===== src/rtl/line_window_buffer.sv =====
// Row-window generator: presents ROWS vertically aligned pixels per shift, with top-border gating and bottom flush.
// Optional LINE_WINDOW_REPLICATE_BORDER_EN: flush pads replicate the line above instead of zero.
module line_window_buffer #(
  parameter int DATA_WIDTH  = 8,
  parameter int LINE_WIDTH  = 10,
  parameter int ROWS        = 9,
  parameter int FLUSH_LINES = (ROWS - 1) / 2
) (
  input  logic                            clk,
  input  logic                            rst,
  input  logic                            valid_i,
  input  logic [DATA_WIDTH-1:0]           data_i,
  input  logic                            done_i,
  output logic                            ready_o,
  output logic [ROWS*DATA_WIDTH-1:0]      rows_o,
  output logic                            valid_o,
  output logic [$clog2(LINE_WIDTH)-1:0]   col_o,
  output logic                            done_o
);

  localparam int COL_W  = $clog2(LINE_WIDTH);
  localparam int ROW_W  = $clog2(ROWS);
  localparam int FL_MAX = FLUSH_LINES * LINE_WIDTH + LINE_WIDTH;
  localparam int FL_W   = $clog2(FL_MAX + 1);
  localparam int NBUF   = ROWS - 1;

  localparam logic [COL_W-1:0] COL_LAST  = COL_W'(LINE_WIDTH - 1);
  localparam logic [ROW_W-1:0] ROW_LAST  = ROW_W'(ROWS - 1);
  localparam logic [FL_W-1:0]  FL_LINES  = FL_W'(FLUSH_LINES * LINE_WIDTH);
  localparam logic [FL_W-1:0]  FL_LWIDTH = FL_W'(LINE_WIDTH);

  // IDLE: wait for frame | RUN: accept pixels | FLUSH: shift pads | DONE: pulse done_o, clear counters
  typedef enum logic [1:0] {
    S_IDLE,
    S_RUN,
    S_FLUSH,
    S_DONE
  } state_t;

  state_t                  state_q, state_d;
  logic [COL_W-1:0]        col_cnt_q, col_cnt_d;
  logic [ROW_W-1:0]        row_cnt_q, row_cnt_d;
  logic [FL_W-1:0]         flush_cnt_q, flush_cnt_d;
  logic [FL_W-1:0]         flush_load;
  logic [ROWS*DATA_WIDTH-1:0] rows_q;
  logic [COL_W-1:0]        col_q;
  logic                    valid_q;
  logic                    done_q;

  logic                    accept;
  logic                    shift;
  logic [DATA_WIDTH-1:0]   pix;
  logic [DATA_WIDTH-1:0]   pad;
  logic [DATA_WIDTH-1:0]   lane_raw [ROWS];
  logic [ROWS*DATA_WIDTH-1:0] lanes_gated;

  logic [DATA_WIDTH-1:0]   mem_q [NBUF][LINE_WIDTH];

  assign ready_o = !rst && ((state_q == S_IDLE) || (state_q == S_RUN));
  assign accept  = valid_i && ready_o;

`ifdef LINE_WINDOW_REPLICATE_BORDER_EN
  assign pad = (row_cnt_q == '0) ? '0 : mem_q[0][col_cnt_q];
`else
  assign pad = '0;
`endif

  always_comb begin
    lane_raw[0] = pix;
    for (int k = 1; k < ROWS; k++) begin
      lane_raw[k] = mem_q[k-1][col_cnt_q];
    end
    lanes_gated = '0;
    for (int k = 0; k < ROWS; k++) begin
      if (k <= int'(row_cnt_q)) begin
        lanes_gated[k*DATA_WIDTH +: DATA_WIDTH] = lane_raw[k];
      end
    end
  end

  always_comb begin
    state_d     = state_q;
    col_cnt_d   = col_cnt_q;
    row_cnt_d   = row_cnt_q;
    flush_cnt_d = flush_cnt_q;
    shift       = 1'b0;
    pix         = data_i;
    flush_load  = '0;

    case (state_q)
      S_IDLE: begin
        if (accept) begin
          shift   = 1'b1;
          state_d = done_i ? S_FLUSH : S_RUN;
        end else if (done_i) begin
          state_d = S_DONE;
        end
      end
      S_RUN: begin
        shift = accept;
        if (done_i) begin
          state_d = S_FLUSH;
        end
      end
      S_FLUSH: begin
        shift       = 1'b1;
        pix         = pad;
        flush_cnt_d = flush_cnt_q - FL_W'(1);
        if (flush_cnt_q <= FL_W'(1)) begin
          state_d = S_DONE;
        end
      end
      S_DONE: begin
        col_cnt_d = '0;
        row_cnt_d = '0;
        state_d   = S_IDLE;
      end
      default: state_d = S_IDLE;
    endcase

    if (shift) begin
      if (col_cnt_q == COL_LAST) begin
        col_cnt_d = '0;
        if (row_cnt_q != ROW_LAST) begin
          row_cnt_d = row_cnt_q + ROW_W'(1);
        end
      end else begin
        col_cnt_d = col_cnt_q + COL_W'(1);
      end
    end

    // Pad count is taken from the column after this cycle's shift: remainder of the line plus whole flush lines.
    if ((state_d == S_FLUSH) && (state_q != S_FLUSH)) begin
      flush_load = FL_LINES + ((col_cnt_d == '0) ? FL_W'(0) : (FL_LWIDTH - FL_W'(col_cnt_d)));
      flush_cnt_d = flush_load;
      if (flush_load == '0) begin
        state_d = S_DONE;
      end
    end
  end

  always_ff @(posedge clk) begin
    if (rst) begin
      state_q     <= S_IDLE;
      col_cnt_q   <= '0;
      row_cnt_q   <= '0;
      flush_cnt_q <= '0;
      rows_q      <= '0;
      col_q       <= '0;
      valid_q     <= 1'b0;
      done_q      <= 1'b0;
    end else begin
      state_q     <= state_d;
      col_cnt_q   <= col_cnt_d;
      row_cnt_q   <= row_cnt_d;
      flush_cnt_q <= flush_cnt_d;
      valid_q     <= shift;
      done_q      <= (state_d == S_DONE);
      if (shift) begin
        rows_q <= lanes_gated;
        col_q  <= col_cnt_q;
      end
    end
  end

  // Line storage is not reset; the top-border gating masks stale contents.
  always_ff @(posedge clk) begin
    if (!rst && shift) begin
      for (int j = 0; j < NBUF; j++) begin
        mem_q[j][col_cnt_q] <= lane_raw[j];
      end
    end
  end

  assign rows_o  = rows_q;
  assign valid_o = valid_q;
  assign col_o   = col_q;
  assign done_o  = done_q;

endmodule


===== config.mk =====
export PLATFORM = sky130hd
export DESIGN_NAME = line_window_buffer
export DESIGN_NICKNAME = d
export VERILOG_FILES = /design/src/rtl/line_window_buffer.sv
export SDC_FILE = /design/constraint.sdc
export NUM_CORES = 1
export LEC_CHECK = 0
export ABC_AREA = 0
export BUFFER_PORTS_ARGS = -buffer_cell sky130_fd_sc_hd__buf_4
export CORE_MARGIN = 1
export CORE_UTILIZATION = 61
export CTS_CLUSTER_SIZE = 8
export DETAILED_ROUTE_END_ITERATION = 6
export PLACE_DENSITY_LB_ADDON = 0.15
export SLEW_MARGIN = 20
export SYNTH_ARGS = -nofsm -noshare
export SYNTH_HDL_FRONTEND = slang
export SYNTH_SLANG_ARGS = --single-unit

===== constraint.sdc =====
create_clock -name clk -period 11.26 [get_ports clk]
set_clock_uncertainty 0.2 [all_clocks]
set_input_delay 2.252 -clock clk [delete_from_list [all_inputs] [get_ports clk]]
set_output_delay 2.252 -clock clk [all_outputs]
set_load 0.005 [all_outputs]

# After elaboration in Yosys (flattened, before gate mapping)
# Memory sizes are Yosys's and may differ from the RTL's.
# Index checks and enable logic that the tools add are counted.
[word_totals]
ramBits = 640
memories = 1
ff_bits = 94
word_cells = 102
in_bits = 12
output_inout_bits = 79
[mem_list]
columns = ["name", "words", "word_bits", "read_ports", "rd_clocked_by_memory_dff", "write_ports", "line_no", "source"]
rows = [
  ["mem_q", 8, 80, 8, 0, 8, "57", "logic [DATA_WIDTH-1:0] mem_q [NBUF][LINE_WIDTH];"],
]
[classes]
reduce_logical = 11
n_mux = 57
eq_ne = 8
n_addsub = 5
n_bitwise = 1
magnitude_cmp = 11
[ops]
columns = ["operator", "n"]
rows = [
  ["8-bit binary-select mux with 4-bit select", 8],
  ["8-bit 2-to-1 mux", 26],
  ["80-bit 2-to-1 mux", 1],
  ["8-bit demux with 4-bit select", 1],
  ["4-bit 2-to-1 mux", 7],
  ["6-bit 2-to-1 mux", 3],
  ["3-bit by 4-bit less-or-equal comparator with 1-bit output, first input constant", 4],
  ["2-bit 2-to-1 mux", 7],
  ["4-bit by 1-bit adder with 4-bit output, second input constant", 2],
  ["2-bit == test, second input constant", 4],
  ["2-bit by 4-bit less-or-equal comparator with 1-bit output, first input constant", 2],
  ["2-bit case mux with 4 select lines", 1],
  ["6-bit adder, first input constant", 1],
  ["6-bit by 1-bit less-or-equal comparator with 1-bit output, second input constant", 1],
  ["6-bit logical NOT", 1],
  ["6-bit by 1-bit subtractor with 6-bit output, second input constant", 1],
  ["5-bit greater-or-equal comparator, second input constant", 1],
  ["1-bit logical AND", 5],
  ["5-bit by 1-bit less-than comparator with 1-bit output, second input constant", 1],
  ["4-bit NOT with 5-bit output", 1],
  ["4-bit by 4-bit subtractor with 5-bit output, first input constant", 1],
  ["4-bit == test, second input constant", 1],
  ["1-bit by 4-bit less-or-equal comparator with 1-bit output, first input constant", 1],
  ["4-bit less-or-equal comparator, first input constant", 1],
  ["10 further kinds", 11],
]

# Depth between registers and ports, before layout
# Gate-level depths: netlist of run 1.
[logic_depth]
ltp_word = 14
ltp_mapped = 12
mapped_depth_nobuf = 10

# Worst setup path before layout of run 1
# OpenSTA, ideal clock, no wires.
[synth_path]
kind = "input to register"
from = "in rst"
to = "mem mem_q[0][10] (netlist name), enable pin"
n_path_buf = 1
arrival_time_ps = 8770
setup_ps = 645
setup_slack_ps = 1645
path_stages = 4
cell_sequence = "buf_2 > inv_1 > o21ai_1 > nor4_1"
[synth_rtl]
columns = ["item", "line_no", "source"]
rows = [
  ["start, declared", "10", "input logic rst,"],
  ["end, declared", "57", ""],
]

# Worst setup path in the final report of run 1
[layout_path]
from = "in rst"
to = "out ready_o"
[layout_via]
elab_chain_len = 2
[layout_rtl]
columns = ["item", "line_no", "source"]
rows = [
  ["1-bit logical NOT", "59", "assign ready_o = !rst && ((state_q == S_IDLE) || (state_q == S_RUN));"],
  ["1-bit logical AND", "59", ""],
  ["end, declared", "14", "output logic ready_o,"],
]
# Every way passes these cells.

==> flow_summary.rst, run 1 <==
.. list-table::
   :header-rows: 1

   * - Metric
     - Value
   * - Sum of internal, switching and leakage power
     - 6.38 mW
   * - Critical path type
     - in -> out
   * - Number of warnings reported in the yosys synthesis log
     - 0
   * - Filler instances
     - 2762
   * - #FFs+latches synth
     - 734
   * - Critical path data required time
     - 8.81 ns
   * - Weighted congestion at the end of routability-driven global placement
     - 0.808
   * - DR WL met2
     - 29900 um
   * - Final core utilization
     - 72.2%
   * - Initial standard-cell utilization of the core
     - 62.4%
   * - Unrepaired setup endpoints after global routing
     - no
   * - Main flop type after synthesis
     - edfxtp_1
   * - Hold Buf Count CTS
     - 0
   * - Most used standard cell by instance count after synthesis
     - edfxtp_1
   * - Setup bufs post-CTS
     - 0
   * - Number of CTS-inserted buffers
     - 101
   * - WL final
     - 60300 um
   * - Die footprint
     - approximately 47000 um^2
   * - Post-synth design cell area
     - 27900 um^2
   * - Worst hold-check slack
     - 0.260 ns
   * - Proportion of register bits with asynchronous set or reset after synthesis
     - 0%
   * - CTS tree
     - yes
   * - Setup slack after layout
     - 5.97 ns
   * - Master cell of the clock root buffer
     - clkbuf_16
   * - Worst Min Path Start
     - col_o[0]
   * - Antenna violations before repair
     - 0
   * - Count of distinct cell types in the synthesized netlist
     - 51
   * - Power density relative to cell area
     - about 200 nW/um^2
   * - Length in cells of the worst reg-to-reg path
     - 5
   * - Total Negative Setup Slacks
     - 0 ns
   * - Largest net degree at the start of global routing
     - 101
   * - Core Rows
     - 77
   * - RR Endpoint
     - mem_q[0][291]
   * - Vias
     - between 10k and 15k
   * - Endpoints failing hold
     - 0
   * - Worst VDD drop
     - 163 uV
   * - Area of the multi-input gates
     - around 6400 um^2
   * - Via-per-instance ratio
     - 6.26
   * - Cells taking the most area after synthesis
     - edfxtp_1, mux4_2, dfxtp_1, mux2i_1, a22o_1
   * - Router iterations before antenna repair
     - 7
   * - Run status
     - completed
   * - Final count of pins violating max slew
     - 0
   * - Kind of start point of the critical path
     - input pin
   * - Number of violations reported at the end of detailed-routing iteration 0
     - 1326
   * - Routed length on met3
     - 4670 um
   * - Met1 layer wirelength in the final routing
     - approximately 24000 um
   * - Highest layer used for signal routing
     - met4
   * - Commonest cells in the synthesized netlist
     - edfxtp_1, mux4_2, nor2_1
   * - Maximum capacitance violations
     - 0
   * - Top-area cell type share of the netlist area
     - 68.9%
   * - Final setup viols
     - 0
   * - Number of H-tree levels
     - 3
   * - Clock tree buffer depth
     - 3
   * - Crit Reg-Reg Startpoint
     - col_cnt_q[0]
   * - R2R Setup Slk
     - 7.29 ns
   * - Antenna fix cells
     - 0
   * - Leakage component of the power
     - about 11 nW
   * - Core Footprint
     - roughly 45000 um^2
   * - Slew at the pin closest to its max-slew limit
     - 1.13 ns
   * - Number of top-level pins
     - 91
   * - Timing-limited maximum frequency
     - about 0.19 GHz
   * - Cell type with the highest aggregate area in the netlist
     - edfxtp_1
   * - Number of nets at the end of the flow
     - 1688
   * - Area overhead of the layout relative to synthesis
     - 15.7%
   * - Pre-CTS setup slack
     - between 5 and 6 ns
   * - Max-Slew Margin vs Limit
     - 24.6%
   * - Width of the die
     - ~220 um
   * - Share of the clock period used by the worst path after layout
     - 47.0%
   * - Fin crit period
     - 5.29 ns
   * - Number of global-route vias before repair
     - 15.1k
   * - Worst path arrival time
     - ~2.8 ns
   * - HPWL after DPL
     - about 31000 um
   * - Remaining Overflow, GRT
     - 0
   * - Number of flops mapped to enable cells by yosys
     - 640
   * - Clk sink count
     - 734
   * - # DRC
     - 0
   * - Total GRT Usage
     - 26.6%
   * - Number of port buffers
     - 90
   * - Hold path depth
     - 2
   * - Endpoint of the worst hold-timing path
     - col_o[0]
   * - Average routed wire per standard cell
     - 25.7 um
   * - Sequential-to-total area share from yosys stat
     - 75.7%
   * - Y dimension of the die
     - 216 um
   * - Crit-path max FO
     - 34
   * - Synthesized net count
     - 1539
   * - Clock latency of the later-clocked register in the worst-skew pair
     - 0.64 ns
   * - First-pass GRT wire length
     - 92000 um
   * - Clock slew at the register clock pins of the worst setup and hold paths
     - 0.05 ns
   * - Cells after Synth
     - 1521
   * - Post-Syn Area per Cell
     - ~18 um^2
   * - Path class of the lowest-slack min-delay path
     - reg -> reg
   * - Register Area
     - 21100 um^2
   * - Proportion of layout cells with a drive suffix above 1
     - 22.7%
   * - Post-detailed-route count of antenna-violating nets
     - 0
   * - Worst setup EP type
     - output pin
   * - Post-cts sizing count
     - 0
==> routing by layer <==
metal	global-route usage (%)	up-vias
met5	0	-
met4	8.46	0
met3	4.45	107
met2	43.2	641
met1	37.4	7602
li1	-	6353
==> sequential cells by signal (all words and copies together) (netlist names) <==
register,count
row_cnt_q,4
done_o,1
col_o,4
flush_cnt_q,6
valid_o,1
mem_q,640
rows_o,72
state_q,2
col_cnt_q,4
==> layout by cell type (no fill, tap or decap), types with 10 or more instances in the layout <==
cell type,Yosys,final
clkbuf_16,0,101
nor3_1,12,10
clkbuf_1,33,81
a21oi_1,83,82
nand3_1,10,10
a22o_1,56,56
mux2i_1,80,80
buf_4,19,131
nor2_1,97,89
dfxtp_1,94,91
o21ai_0,34,23
inv_1,14,13
o21ai_1,29,40
nand2_1,81,81
mux4_2,128,128
edfxtp_1,640,640
==> power breakdown <==
| group | internal, mW | switching [mW] |
|---|---|---|
| clock network | 1.69 | 1.09 |
| registers | 3.10 | 0.0306 |
| logic | 0.178 | 0.302 |
==> how the worst max path moves through the flow <==
| stage | start | to | slack [ns] | cells after the start |
|---|---|---|---|---|
| global placement | rst | mem_q[1][1] | 5.66 | 6 |
| detailed placement | rst | mem_q[1][1] | 5.55 | 6 |
| finish | rst | ready_o | 5.97 | 3 |
| global route | rst | ready_o | 5.92 | 3 |
| floorplan | rst | mem_q[0][10] | 1.65 | 4 |
| CTS | rst | ready_o | 5.97 | 3 |
==> layout make-up <==
class | instances | area share [%]
multi-input combinational | 686 | 19.8
clock buffer | 183 | 8.82
timing repair buffer | 133 | 3.15
clock inverter | 7 | 0.326
tap | 592 | 2.30
sequential | 734 | 65.4
inverter | 14 | 0.163
==> metrics by stage <==
| stage | instances | instance area (um^2) |
|---|---|---|
| after floorplan | 1521 | 27900 |
| after detailed placement | 2159 | 29300 |
| after global routing | 2349 | 32300 |
| final | 2349 | 32300 |
| after CTS | 2349 | 32300 |
| after global placement | 2159 | 29300 |
==> kinds of logic after synthesis <==
| family | synth area share [%] |
|---|---|
| muxes | 13.3 |
| and+or+nand+nor | 3.63 |
| adders and majority gates | 0.269 |
| xor gates and xnor gates | 0.157 |
| DFF | 75.7 |
| buffers and inverters | 1.73 |
| AOI/OAI and AO/OA | 5.25 |
==> worst max-delay path, cell delays in order <==
cell and delay, ns:
buf_4 0.34, nor2_1 0.09, buf_4 0.16
(Power assumes the default switching activity.)
==> run 2, diff against run 1 <==
--- a/config.mk
+++ b/config.mk
@@ -5,7 +5,7 @@
 export SDC_FILE = /design/constraint.sdc
 export NUM_CORES = 1
 export LEC_CHECK = 0
-export ABC_AREA = 0
+export ABC_AREA = 1
 export BUFFER_PORTS_ARGS = -buffer_cell sky130_fd_sc_hd__buf_4
 export CORE_MARGIN = 1
 export CORE_UTILIZATION = 61
==> constraint.sdc (replaced) <==
create_clock -name clk -period 5.34 [get_ports clk]
set_clock_uncertainty 0.2 [all_clocks]
set_input_delay 1.068 -clock clk [delete_from_list [all_inputs] [get_ports clk]]
set_output_delay 1.068 -clock clk [all_outputs]
set_load 0.005 [all_outputs]
==> flow_summary.rst, run 2 <==
.. list-table::
   :header-rows: 1

   * - Metric
     - Value
   * - Number of port buffers
     - 90 (unchanged)
   * - Number of warnings reported in the yosys synthesis log
     - 0 (unchanged)
   * - Total GRT Usage
     - 29.6% (was 26.6%)
   * - Power density relative to cell area
     - 429 nW/um^2 (was 198 nW/um^2)
   * - Remaining Overflow, GRT
     - 0 (unchanged)
   * - Proportion of layout cells with a drive suffix above 1
     - 12.0% (was 22.7%)
   * - Width of the die
     - 214 um (was 216 um)
   * - Average routed wire per standard cell
     - 24.3 um (was 25.7 um)
   * - Kind of start point of the critical path
     - flop (was input pin)
   * - Number of flops mapped to enable cells by yosys
     - 640 (unchanged)
   * - Path class of the lowest-slack min-delay path
     - reg -> reg (unchanged)
   * - Timing-limited maximum frequency
     - 0.282 GHz
   * - Sum of internal, switching and leakage power
     - 13.6 mW (was 6.38 mW)
   * - Cells after Synth
     - 1981 (was 1521)
   * - Most common library cell in the layout ignoring fill and taps
     - edfxtp_1 (unchanged)
   * - Number of buffer and inverter stages on the critical path
     - 3 (was 2)
   * - Vias
     - 17.4k (was 14.7k)
   * - Weighted congestion at the end of routability-driven global placement
     - 0.809 (was 0.808)
   * - Via-per-instance ratio
     - 6.29 (was 6.26)
   * - Clock slew at the register clock pins of the worst setup and hold paths
     - 0.05 ns (about the same)
   * - Post-Syn Area per Cell
     - 13.9 um^2 (was 18.3 um^2)
   * - Core Footprint
     - 44300 um^2 (was 44700 um^2)
   * - Die footprint
     - 46000 um^2 (was 46600 um^2)
   * - # DRC
     - 0 (unchanged)
   * - Crit-path max FO
     - 61 (was 34)
   * - Unrepaired setup endpoints after global routing
     - no (unchanged)
   * - Worst VDD drop
     - 257 uV (was 163 uV)
   * - #FFs+latches synth
     - 734 (unchanged)
   * - Master cell of the clock root buffer
     - clkbuf_16 (unchanged)
   * - Max-Slew Margin vs Limit
     - 27.9% (was 24.6%)
   * - Critical-path top delay cell
     - buf_4 (unchanged)
   * - Endpoints failing hold
     - 0 (unchanged)
   * - CTS tree
     - yes (unchanged)
   * - Number of global-route vias before repair
     - 17.5k (was 15.1k)
   * - Hold Buf Count CTS
     - 0 (unchanged)
   * - Proportion of register bits with asynchronous set or reset after synthesis
     - 0% (unchanged)
   * - Critical path data required time
     - 5.70 ns (was 8.81 ns)
   * - Number of violations reported at the end of detailed-routing iteration 0
     - 1660 (was 1326)
   * - Final setup viols
     - 0 (unchanged)
   * - Kind of cell with the highest combined delay on the critical path
     - buffers and inverters (unchanged)
   * - Commonest cells in the synthesized netlist
     - edfxtp_1, nand2_1, nand3_1 (was edfxtp_1, mux4_2, nor2_1)
   * - Count of distinct cell types in the synthesized netlist
     - 36 (was 51)
   * - Area overhead of the layout relative to synthesis
     - 15.7% (about the same)
   * - Antenna violations before repair
     - 0 (unchanged)
   * - Total Negative Setup Slacks
     - 0 ns (unchanged)
   * - First-pass GRT wire length
     - 102000 um (was 92000 um)
   * - Clock tree buffer depth
     - 3 (unchanged)
   * - Cell area after placement
     - 28900 um^2 (was 29300 um^2)
   * - Post-detailed-route count of antenna-violating nets
     - 0 (unchanged)
   * - Number of CTS-inserted buffers
     - 101 (unchanged)
   * - Core Rows
     - 77 (unchanged)
   * - Most used standard cell by instance count after synthesis
     - edfxtp_1 (unchanged)
   * - Cells taking the most area after synthesis
     - edfxtp_1, dfxtp_1, a22oi_1, nand2_1, nand3_1 (was edfxtp_1, mux4_2, dfxtp_1, mux2i_1, a22o_1)
   * - Final count of pins violating max slew
     - 0 (unchanged)
   * - Worst hold-check slack
     - 0.262 ns (was 0.260 ns)
   * - Worst setup EP type
     - flop (was output pin)
   * - Number of standard cells in the final layout excluding fillers
     - 2764 (was 2349)
   * - Post-synth design cell area
     - 27500 um^2 (was 27900 um^2)
   * - Largest net degree at the start of global routing
     - 131 (was 101)
   * - Number of nets at the end of the flow
     - 2103 (was 1688)
   * - Router iterations before antenna repair
     - 7 (unchanged)
   * - Antenna fix cells
     - 0 (unchanged)
   * - Maximum capacitance violations
     - 0 (unchanged)
   * - Slew at the pin closest to its max-slew limit
     - 1.08 ns (was 1.13 ns)
   * - Synthesized net count
     - 1999 (was 1539)
   * - Run status
     - completed (unchanged)
   * - Clk sink count
     - 734 (unchanged)
   * - Max reg flops
     - 640 (unchanged)
   * - Biggest cell delay along the critical path
     - 0.71 ns (was 0.34 ns)
   * - Largest register by flop count
     - mem_q (unchanged)
   * - Cell area after layout
     - 31800 um^2 (was 32300 um^2)
   * - Share of the clock period used by the worst path after layout
     - 66.3%
   * - Leading cell types in the layout, fill and taps excluded
     - edfxtp_1, nand2_1, nand3_1 (was edfxtp_1, buf_4, mux4_2)
   * - WL final
     - 67300 um (was 60300 um)
   * - Number of H-tree levels
     - 3 (unchanged)
   * - Setup bufs post-CTS
     - 0 (unchanged)
   * - Top-area cell type share of the netlist area
     - 69.8% (was 68.9%)
   * - Initial standard-cell utilization of the core
     - 62.1% (was 62.4%)
   * - Main flop type after synthesis
     - edfxtp_1 (unchanged)
   * - HPWL after DPL
     - 32600 um (was 31000 um)
   * - Worst path arrival time
     - 3.90 ns (was 2.84 ns)
   * - Worst-path cell chain
     - inv_4 > buf_4 > buf_4 > nand3_1 > nand3_1 > a22oi_1 > nand2_1 > nand2_1 > a21oi_1 (was buf_4 > nor2_1 > buf_4)
   * - Number of top-level pins
     - 91 (unchanged)
   * - Leakage component of the power
     - 10.8 nW (was 10.5 nW)
   * - Clock latency of the later-clocked register in the worst-skew pair
     - 0.64 ns (about the same)
   * - Post-cts sizing count
     - 0 (unchanged)
   * - Placed instance count
     - 2574 (was 2159)
   * - Sequential-to-total area share from yosys stat
     - 76.7% (was 75.7%)
   * - Cell type with the highest aggregate area in the netlist
     - edfxtp_1 (unchanged)
   * - Fin crit period
     - 3.54 ns
   * - Critical path type
     - reg -> reg (was in -> out)
   * - Y dimension of the die
     - 214 um (was 216 um)
run 2: cell types whose count changed after synthesis, moves of 61 or more:
| cell | change |
|---|---|
| a22oi_1 | +248 |
| mux2i_1 | -80 |
| mux4_2 | -128 |
| nand2_1 | +297 |
| nand3_1 | +254 |
| nor2_1 | -61 |
run 2: report_power, final:
| part | switching (mW) | internal (mW) |
|---|---|---|
| Sequential | 0.0484 | 6.56 |
| Clock | 2.29 | 3.64 |
| Combinational | 0.851 | 0.254 |
| Total | 3.19 | 10.5 |
run 2: worst register-to-register path: cells and delay by family (launching register included):
family	cells	cell delay, ns
buffers and inverters	3	1.63
and+or+nand+nor	4	1.01
DFF	1	0.40
AOI/OAI and AO/OA	2	0.24
run 2: cell type report:
type | instances | area (um^2)
sequential | 734 | 21100
fill | 2866 | 12500
multi-input combinational | 1082 | 5790
clock buffer | 187 | 2920
timing repair buffer | 118 | 1050
tap | 592 | 741
inverter | 48 | 188
clock inverter | 3 | 45.0
run 2: path summary, 6_finish.rpt:
check | slack [ns] | cells after the start | end | from
worst max register to register | 1.80 | 9 | rows_o[56] | col_cnt_q[0]
worst min register to register | 0.26 | 2 | rows_o[27] | rows_o[27]
worst min-delay path | 0.26 | 2 | rows_o[27] | rows_o[27]
worst max-delay path | 1.80 | 9 | rows_o[56] | col_cnt_q[0]
run 2: routing by layer:
metal | share of wire (%) | wire [um] | vias to the layer above | track usage, %
li1 | - | - | 7684 | -
met1 | 40 | 26800 | 8645 | 40.9
met2 | 49 | 32600 | 940 | 48.2
met3 | 9.0 | 6020 | 127 | 4.70
met4 | 2.6 | 1780 | 0 | 10.7
met5 | 0 | 0 | - | 0
run 2: logic make-up (layout without fill, tap and decap cells):
family          Yosys count  in the layout  share of synthesized area, %
buf+inv                 165            356                          2.60
fa+ha+maj                 6              6                         0.273
flops                   734            734                          76.7
xor+xnor                  3              3                        0.0955
compound gates          372            372                          9.28
simple gates            701            701                          11.1
run 2: metrics by stage:
step,worst slack [ns],util (%)
2_1_floorplan,-1.64,-
3_3_place_gp,1.68,65.1
3_5_place_dp,1.63,65.1
4_1_cts,1.88,71.8
5_1_grt,1.68,71.8
6_report,1.80,71.8
